==> src/rtl/alu_op_sequencer.sv <==
// alu_op_sequencer: queues {op,A,B} commands in a small FIFO and runs them one
// at a time on the ALU. Each command waits for done or a timeout, and its
// result (or an error) comes back on a valid/ready response channel.
module alu_op_sequencer #(
  parameter int ITEM_WIDTH = 8,
  parameter int DEPTH      = 4,
  parameter int TIMEOUT    = 64
) (
  input  logic                          clk_i,
  input  logic                          reset_i,
  input  logic                          cmd_valid_i,
  output logic                          cmd_ready_o,
  input  logic [2:0]                    cmd_op_i,
  input  logic [ITEM_WIDTH-1:0]         cmd_a_i,
  input  logic [ITEM_WIDTH-1:0]         cmd_b_i,
  output logic                          alu_start_o,
  output logic [2:0]                    alu_op_o,
  output logic [ITEM_WIDTH-1:0]         alu_a_o,
  output logic [ITEM_WIDTH-1:0]         alu_b_o,
  input  logic                          alu_done_i,
  input  logic [2*ITEM_WIDTH-1:0]       alu_res_i,
  output logic                          rsp_valid_o,
  input  logic                          rsp_ready_i,
  output logic [2*ITEM_WIDTH-1:0]       rsp_res_o,
  output logic                          rsp_err_o,
  output logic [$clog2(DEPTH+1)-1:0]    count_o
);
  localparam int CW = $clog2(DEPTH+1);
  localparam int PW = $clog2(DEPTH);
  localparam int TW = $clog2(TIMEOUT);
  localparam int RW = 2*ITEM_WIDTH;
  localparam int EW = 3 + 2*ITEM_WIDTH;

  typedef enum logic [1:0] {IDLE, ISSUE, WAIT, RESP} state_t;

  state_t          state_q, state_d;
  logic [EW-1:0]   mem [DEPTH];
  logic [PW-1:0]   wr_ptr_q, rd_ptr_q;
  logic [CW-1:0]   count_q, count_d;
  logic [TW-1:0]   timer_q, timer_d;
  logic            push, pop;
  logic            start_d, rsp_valid_d, rsp_err_d;
  logic [RW-1:0]   rsp_res_d;

  // ready is registered, so a full FIFO cannot accept even when it pops
  assign push    = cmd_valid_i & cmd_ready_o;
  assign count_o = count_q;

  // Next-state and next registered outputs; one op in flight at a time
  always_comb begin
    state_d     = state_q;
    timer_d     = timer_q;
    pop         = 1'b0;
    start_d     = 1'b0;
    rsp_valid_d = rsp_valid_o;
    rsp_res_d   = rsp_res_o;
    rsp_err_d   = rsp_err_o;
    case (state_q)
      IDLE: begin
        if (count_q != '0) begin
          pop     = 1'b1;
          start_d = 1'b1;
          state_d = ISSUE;
        end
      end
      ISSUE: begin
        timer_d = '0;
        state_d = WAIT;
      end
      WAIT: begin
        timer_d = timer_q + 1'b1;
        // done takes priority over a timeout in the same cycle
        if (alu_done_i) begin
          rsp_res_d   = alu_res_i;
          rsp_err_d   = 1'b0;
          rsp_valid_d = 1'b1;
          state_d     = RESP;
        end else if (timer_q == TW'(TIMEOUT-1)) begin
          rsp_res_d   = '0;
          rsp_err_d   = 1'b1;
          rsp_valid_d = 1'b1;
          state_d     = RESP;
        end
      end
      RESP: begin
        if (rsp_ready_i) begin
          rsp_valid_d = 1'b0;
          // chain straight into the next op to avoid an idle bubble
          if (count_q != '0) begin
            pop     = 1'b1;
            start_d = 1'b1;
            state_d = ISSUE;
          end else begin
            state_d = IDLE;
          end
        end
      end
      default: state_d = IDLE;
    endcase
  end

  // Occupancy update; simultaneous push and pop cancel
  always_comb begin
    count_d = count_q;
    if (push && !pop)      count_d = count_q + 1'b1;
    else if (pop && !push) count_d = count_q - 1'b1;
  end

  // State, FIFO control and all registered outputs
  always_ff @(posedge clk_i) begin
    if (reset_i) begin
      state_q     <= IDLE;
      timer_q     <= '0;
      count_q     <= '0;
      wr_ptr_q    <= '0;
      rd_ptr_q    <= '0;
      cmd_ready_o <= 1'b0;
      alu_start_o <= 1'b0;
      alu_op_o    <= '0;
      alu_a_o     <= '0;
      alu_b_o     <= '0;
      rsp_valid_o <= 1'b0;
      rsp_res_o   <= '0;
      rsp_err_o   <= 1'b0;
    end else begin
      state_q     <= state_d;
      timer_q     <= timer_d;
      count_q     <= count_d;
      cmd_ready_o <= (count_d < CW'(DEPTH));
      if (push) wr_ptr_q <= wr_ptr_q + 1'b1;
      if (pop) begin
        rd_ptr_q                      <= rd_ptr_q + 1'b1;
        {alu_op_o, alu_a_o, alu_b_o}  <= mem[rd_ptr_q];
      end
      alu_start_o <= start_d;
      rsp_valid_o <= rsp_valid_d;
      rsp_res_o   <= rsp_res_d;
      rsp_err_o   <= rsp_err_d;
    end
  end

  // Command storage; no reset needed, occupancy gates every read
  always_ff @(posedge clk_i) begin
    if (push) mem[wr_ptr_q] <= {cmd_op_i, cmd_a_i, cmd_b_i};
  end
endmodule

==> config.mk <==
export PLATFORM = sky130hd
export DESIGN_NAME = alu_op_sequencer
export DESIGN_NICKNAME = d
export VERILOG_FILES = /design/src/rtl/alu_op_sequencer.sv
export SDC_FILE = /design/constraint.sdc
export NUM_CORES = 1
export LEC_CHECK = 0
export ABC_AREA = 0
export ABC_CLOCK_PERIOD_IN_PS = 3100
export CORE_UTILIZATION = 29
export CTS_CLUSTER_DIAMETER = 100
export DETAILED_ROUTE_END_ITERATION = 16
export PLACE_DENSITY = 0.46
export SYNTH_ARGS = -nofsm -noshare
export SYNTH_HDL_FRONTEND = slang
export SYNTH_SLANG_ARGS = --single-unit
export TNS_END_PERCENT = 50
==> constraint.sdc <==
create_clock -name clk_i -period 3.1 [get_ports clk_i]
set_clock_uncertainty 0.2 [all_clocks]
set_input_delay 0.62 -clock clk_i [delete_from_list [all_inputs] [get_ports clk_i]]
set_output_delay 0.62 -clock clk_i [all_outputs]
set_load 0.02 [all_outputs]
==> reports/qor.csv, run 1 <==
stage,metric,value,unit
run_status,status,"complete, no violations",
timing,max_slew_margin,60.53,%
synthesis,syn_area,5010,um^2
timing,finalSetupViolations,0,
floorplanning,start_util,30.00,%
floorplanning,die_area,17800,um^2
pwr,switching_power,0.001595,W
worst_hold_path,hold_class,flip-flop to flip-flop,
routing,firstDrtPassIters,4,
timing,tightest_slew,592.0,ps
setup_path,start_kind,flip-flop,
clock_tree,cts_setup_buffers,0,
synthesis,syn_avg_cell_area,13.50,um^2
clock_tree,cts-root-buf,clkbuf_16,
clock_tree,cts_hold_buf,0,
clock_tree,h-tree-depth,4,
synthesis,synth.area.top_cells,"edfxtp_1 46%, dfxtp_1 22%, mux4_2 8.5%",
synthesis,synthArstFlopShare,0,%
floorplanning,coreArea,16700,um^2
cells_and_area,fin_nets,517,
place,routabilityCongestion,0.6868,
synthesis,synth_area_leader_cell,edfxtp_1,
synthesis,ys_seq_area_share,67.13,%
floorplanning,io_pins,82,
pwr,swShare,30.09,%
routing,ant_nets,0,
pwr,ir_worst_vdd,413.0,uV
setup_path,crit_fanout,9,
setup_path,worst-setup-path-type,flip-flop to flip-flop,
clock_tree,cts_buffer_depth,2,
pwr,power_density,800.1,nW/um^2
clock_tree,cts_tree,done,
global_routing,grt_pass1_vias,3220,
setup_path,critPathArrivalTime,2870,ps
pwr,pwr-share-comb,25.4,%
synthesis,synthCells,371,
routing,num_vias,3121,
floorplanning,fp.dieH,133.4,um
place,port-buffer-count,81,
flow_run,cap_violations,0,
synthesis,synth_edf_count,76,
timing,max_freq,364.9,MHz
setup_path,crit_required,3230,ps
clock_tree,cts_resized,0,
place,place_area,6081,um^2
worst_hold_path,hp-start,alu_a_o[0],
pwr,total_power,0.005300,W
timing,rsz0062_at_grt,no,
timing,hold_viol,0,
timing,report.final.slew_viol_count,0,
global_routing,grt_start_max_net_pins,30,
setup_path,reg2reg_from,state_q[0],
setup_path,startpoint,state_q[0],
pwr,leakage,2.216,nW
place,dp_hpwl,6.816,mm
global_routing,grtUsageTotal,12.99,%
synthesis,synthFlopType,edfxtp_1,
clock_tree,clock_sinks,130,
synthesis,ys.warnings.count,0,
routing,routed_wl,10.81,mm
cells_and_area,antenna_cells,0,
cells_and_area,postLayoutCellArea,6624,um^2
synthesis,ys_types,33,
floorplanning,rows,47,
synthesis,synth_seq_cells,130,
global_routing,grt_pass1_wl,17.15,mm
timing,fin_crit,2741,ps
synthesis,yosysTopAreaCellShare,45.55,%
pwr,seq_power_share,40.2,%
routing,drtIter0Drc,190,
pwr,power_frac_clock,34.4,%
routing,drcViolationCount,0,
timing,tns,0,ps
pwr,intPower,0.003705,W
routing,wire_per_inst,15.53,um
cells_and_area,synthToLayoutAreaGrowth,32.22,%
floorplanning,die_w,133.4,um
setup_path,endpoint_kind,flip-flop,
clock_tree,clk_pin_slew,50,ps
synthesis,synth_nets,425,
cells_and_area,drive_above_1_share,13.24,%
clock_tree,cts_buffers,17,
global_routing,grt_overflow,0,
routing,via_per_inst,4.484,
timing,finalCritPeriodShare,88.41,%
global_routing,antenna_found_initial,0,
clock_tree,clock_latency,410,ps
## layer usage
layer | global-route usage (%) | routed length, um | up-vias
li1 | - | - | 1526
met1 | 16.44 | 5154 | 1509
met2 | 20.23 | 4960 | 73
met3 | 3.501 | 507 | 13
met4 | 7.008 | 187 | 0
met5 | 0 | 0 | -
## final cells by class
cell class / instances / area, um^2
repair buffers: 91 / 880.8
clock buffers: 18 / 429.2
inverters: 13 / 48.80
fillers: 1624 / 10080
well taps: 220 / 275.3
flip-flops and latches: 130 / 3363
multi-input cells: 210 / 1513
clock inverters: 14 / 113.9
## metrics by stage
stage / setup slack [ps] / instances / hold slack, ps / util [%]
floorplan: 468.2 / 371 / 259.2 / -
global placement: 128.7 / 664 / 244.5 / 36.41
detailed placement: 96.05 / 664 / 248.3 / 36.41
CTS: 360.3 / 696 / 255.9 / 39.66
global route: 194.5 / 696 / 274.0 / 39.66
finish: 359.2 / 696 / 255.7 / 39.66
## state kept, by name, summed over array words and instances, names as in the netlist, named ones only
signal,flops
rsp_valid_o,1
mem,76
wr_ptr_q,2
alu_op_o,3
timer_q,6
rd_ptr_q,2
alu_a_o,8
rsp_err_o,1
count_o,2
alu_b_o,8
rsp_res_o,16
alu_start_o,1
cmd_ready_o,1
state_q,2
## layout by cell type, fill, tap and decap left out, types with 2 or more instances in the layout
master           count
o21ai_0             18
nor2_1              13
nor2b_1              2
nand2b_1             2
inv_6                2
mux2i_1              3
clkinvlp_4           4
ha_1                14
dfxtp_1             54
inv_1               12
clkdlybuf4s50_1     80
mux4_2              19
xnor2_1              5
a21oi_1             42
and3_1               4
xor2_1               3
clkinv_1             2
edfxtp_1            76
clkinv_2             4
buf_4               10
nand4_1              2
a21o_1               2
a211oi_1             4
nand2_1             65
clkbuf_16           17
or3_1                2
## power by group through the flow
stage / clock network (W) / logic [W] / registers, W
after global placement: 0 / 0.00136 / 0.00216
after detailed placement: 0 / 0.00137 / 0.00217
after floorplan: 0 / 0.000715 / 0.00229
final: 0.00182 / 0.00135 / 0.00213
after CTS: 0.00187 / 0.00138 / 0.00213
after global routing: 0.00195 / 0.00149 / 0.00216
## logic make-up (layout without fill, tap and decap cells)
| kind of cell | count (synthesis) | count (layout) | synth area share, % |
|---|---|---|---|
| flops | 130 | 130 | 67.13 |
| mux | 22 | 22 | 9.141 |
| fa+ha+maj | 14 | 14 | 3.497 |
| buf+inv | 31 | 136 | 2.672 |
| xor+xnor | 8 | 8 | 1.399 |
| compound gates | 71 | 71 | 7.892 |
| simple gates | 95 | 95 | 8.267 |
## cell usage after synthesis, types with 4 or more instances
master and count:
buf_2 5, inv_1 12, a211oi_1 4, xnor2_1 5, nor2_1 13, ha_1 14, and3_1 4, nand2_1 65
edfxtp_1 76, mux4_2 19, dfxtp_1 54, a21oi_1 42, o21ai_0 18, clkbuf_1 10
## worst paths after layout
path	to	cells past startpoint	slack, ps
worst max register to register	flip-flop	8	360
worst min-delay path	alu_a_o[0]	2	260
worst min register to register	alu_a_o[0]	2	260
worst max-delay path	flip-flop	8	360
## critical path, stage by stage (launching register included)
cell and delay, ps:
dfxtp_1 390, inv_1 100, ha_1 440, or3_4 520, ha_1 260, and3b_1 220, a21oi_1 50, or3_1 310
a21oi_1 160
(Power assumes the default switching activity.)
==> inputs of run 2 (changes only) <==
GPL_ROUTABILITY_DRIVEN = 0   (was unset)
PLACE_DENSITY = 0.53   (was 0.46)
==> run 2 against run 1 <==
  * Fmax increased by 9.2%
  * Sequential power about the same
  * Hold slack got worse by 2.3 ps
  * First-iteration DRC count decreased by 38%
  * Utilization unchanged
  * Cell count unchanged
  * Global-route usage about the same
  * Power increased by 0.27%
  * Sequential share of layout area unchanged
  * Non-clock buffer count unchanged
  * Die area unchanged
  * Design area unchanged
  * Highest routed layer is now met5
==> reports/qor.csv, run 2 (synthesis results as in run 1) <==
stage,metric,value,unit,change
floorplanning,die_w,133.4,um,unchanged
clock_tree,h-tree-depth,4,,unchanged
place,dp.cells,664,,unchanged
clock_tree,cts-root-buf,clkbuf_16,,
timing,rsz0062_at_grt,no,,
clock_tree,cts_hold_buf,0,,unchanged
floorplanning,fp.dieH,133.4,um,unchanged
setup_path,reg2reg_slack,590,ps,+230 ps
run_status,status,"complete, no violations",,
setup_path,critPathArrivalTime,2640,ps,-230 ps
setup_path,crit_path_max_incr_delay,420,ps,-100 ps
timing,hold_viol,0,,unchanged
pwr,power_density,802.2,nW/um^2,+0.27%
routing,via_per_inst,4.578,,+2.1%
global_routing,grt_pass1_wl,17.52,mm,+2.2%
cells_and_area,postLayoutCellArea,6624,um^2,unchanged
place,port-buffer-count,81,,unchanged
setup_path,endpoint_kind,flip-flop,,
cells_and_area,mostFrequentLayoutCells,"80 x clkdlybuf4s50_1, 76 x edfxtp_1, 65 x nand2_1, 54 x dfxtp_1, 42 x a21oi_1",,
clock_tree,cts_setup_buffers,0,,unchanged
clock_tree,clock_sinks,130,,unchanged
routing,ant_nets,0,,unchanged
setup_path,path_cells,inv_1 > ha_1 > nor2b_1 > or3_4 > ha_1 > and3b_1 > a21oi_1 > or3_1 > a21oi_1,,
global_routing,grt_pass1_vias,3358,,+4.3%
timing,fin_crit,2510,ps,-231.3 ps
clock_tree,cts_resized,0,,unchanged
global_routing,grtUsageTotal,12.96,%,-0.021 points
cells_and_area,top_regs,"mem: 76 flops, rsp_res_o: 16 flops",,
global_routing,grt_overflow,0,,unchanged
routing,routed_wl,10.67,mm,-1.3%
flow_run,cap_violations,0,,unchanged
timing,tns,0,ps,unchanged
floorplanning,coreArea,16700,um^2,unchanged
cells_and_area,fin_nets,517,,unchanged
cells_and_area,final_common_cell,clkdlybuf4s50_1,,
clock_tree,clk_pin_slew,60,ps,about the same
routing,drtIter0Drc,118,,-38%
setup_path,crit_fanout,6,,-3
timing,tightest_slew,801.9,ps,+209.9 ps
cells_and_area,top_register,mem,,
cells_and_area,synthToLayoutAreaGrowth,32.22,%,unchanged
worst_hold_path,hold_class,flip-flop to flip-flop,,
clock_tree,cts_buffers,17,,unchanged
setup_path,start_kind,flip-flop,,
setup_path,worst-setup-path-type,flip-flop to flip-flop,,
clock_tree,cts_tree,done,,
routing,wire_per_inst,15.32,um,-1.3%
place,dp_hpwl,6.735,mm,-1.2%
timing,finalCritPeriodShare,80.95,%,-7.5 points
cells_and_area,antenna_cells,0,,unchanged
setup_path,path_delay_family,simple AND/OR/NAND/NOR gates,,
timing,max_freq,398.5,MHz,+9.2%
setup_path,slowest_stage,dfxtp_1,,
global_routing,grt_start_max_net_pins,39,,+30%
timing,setup_slack,590.5,ps,+231.3 ps
place,place_area,6081,um^2,unchanged
routing,firstDrtPassIters,5,,+1
cells_and_area,final_cells,696,,unchanged
pwr,ir_worst_vdd,394.4,uV,-4.5%
floorplanning,rows,47,,unchanged
floorplanning,die_area,17800,um^2,unchanged
global_routing,antenna_found_initial,1,,+1
pwr,leakage,2.228,nW,+0.52%
floorplanning,start_util,30.00,%,unchanged
clock_tree,clock_latency,410,ps,about the same
place,post-place-ws,200.0,ps,+104.0 ps
setup_path,cp_num_buf_inv,1,,unchanged
timing,max_slew_margin,46.54,%,-14 points
timing,finalSetupViolations,0,,unchanged
clock_tree,cts_buffer_depth,2,,unchanged
setup_path,crit_required,3230,ps,about the same
routing,drcViolationCount,0,,unchanged
cells_and_area,largest_reg_flops,76,,unchanged
floorplanning,io_pins,82,,unchanged
routing,num_vias,3186,,+2.1%
cells_and_area,drive_above_1_share,13.24,%,unchanged
cells_and_area,final_util,39.66,%,unchanged
timing,report.final.slew_viol_count,0,,unchanged
-- run 2: routing by layer --
layer  part of all wire (%)  vias to the layer above  global-route usage (%)
met5                   0.15                        -                       0
met4                    1.1                        2                   4.672
met3                    5.5                       13                   4.642
met2                     49                       83                   21.30
met1                     44                     1556                   15.64
li1                       -                     1532                       -
-- run 2: worst min-delay path, cell delays in order, from the launching register on --
cell and delay [ps]:
dfxtp_1 310, nand2_1 50, a21oi_1 50
-- run 2: report_power, final --
group | leakage [nW] | switching, W | internal (W)
combinational | 0.831 | 0.000768 | 0.000587
clock | 0.269 | 0.000733 | 0.00109
sequential | 1.13 | 0.000101 | 0.00203
total | 2.23 | 0.00160 | 0.00371
-- run 2: worst paths after layout --
path                            startpoint         end  cells past startpoint
worst max-delay path            count_o[0]   flip-flop                      9
worst min-delay path            alu_a_o[1]  alu_a_o[1]                      2
worst max register to register  count_o[0]   flip-flop                      9
worst min register to register  alu_a_o[1]  alu_a_o[1]                      2
-- run 2: final cells by class --
class	instances	area [um^2]
fill	1581	10080
sequential	130	3363
multi-input combinational	210	1513
timing repair buffer	91	880.8
clock buffer	18	429.2
tap	220	275.3
clock inverter	14	113.9
inverter	13	48.80
-- run 2: per-stage QoR --
step | hold WS [ps] | total power [W]
2_1_floorplan | 259.2 | 0.003006
3_3_place_gp | 241.9 | 0.003518
3_5_place_dp | 246.6 | 0.003539
4_1_cts | 254.5 | 0.005388
5_1_grt | 275.8 | 0.005607
6_report | 253.4 | 0.005314
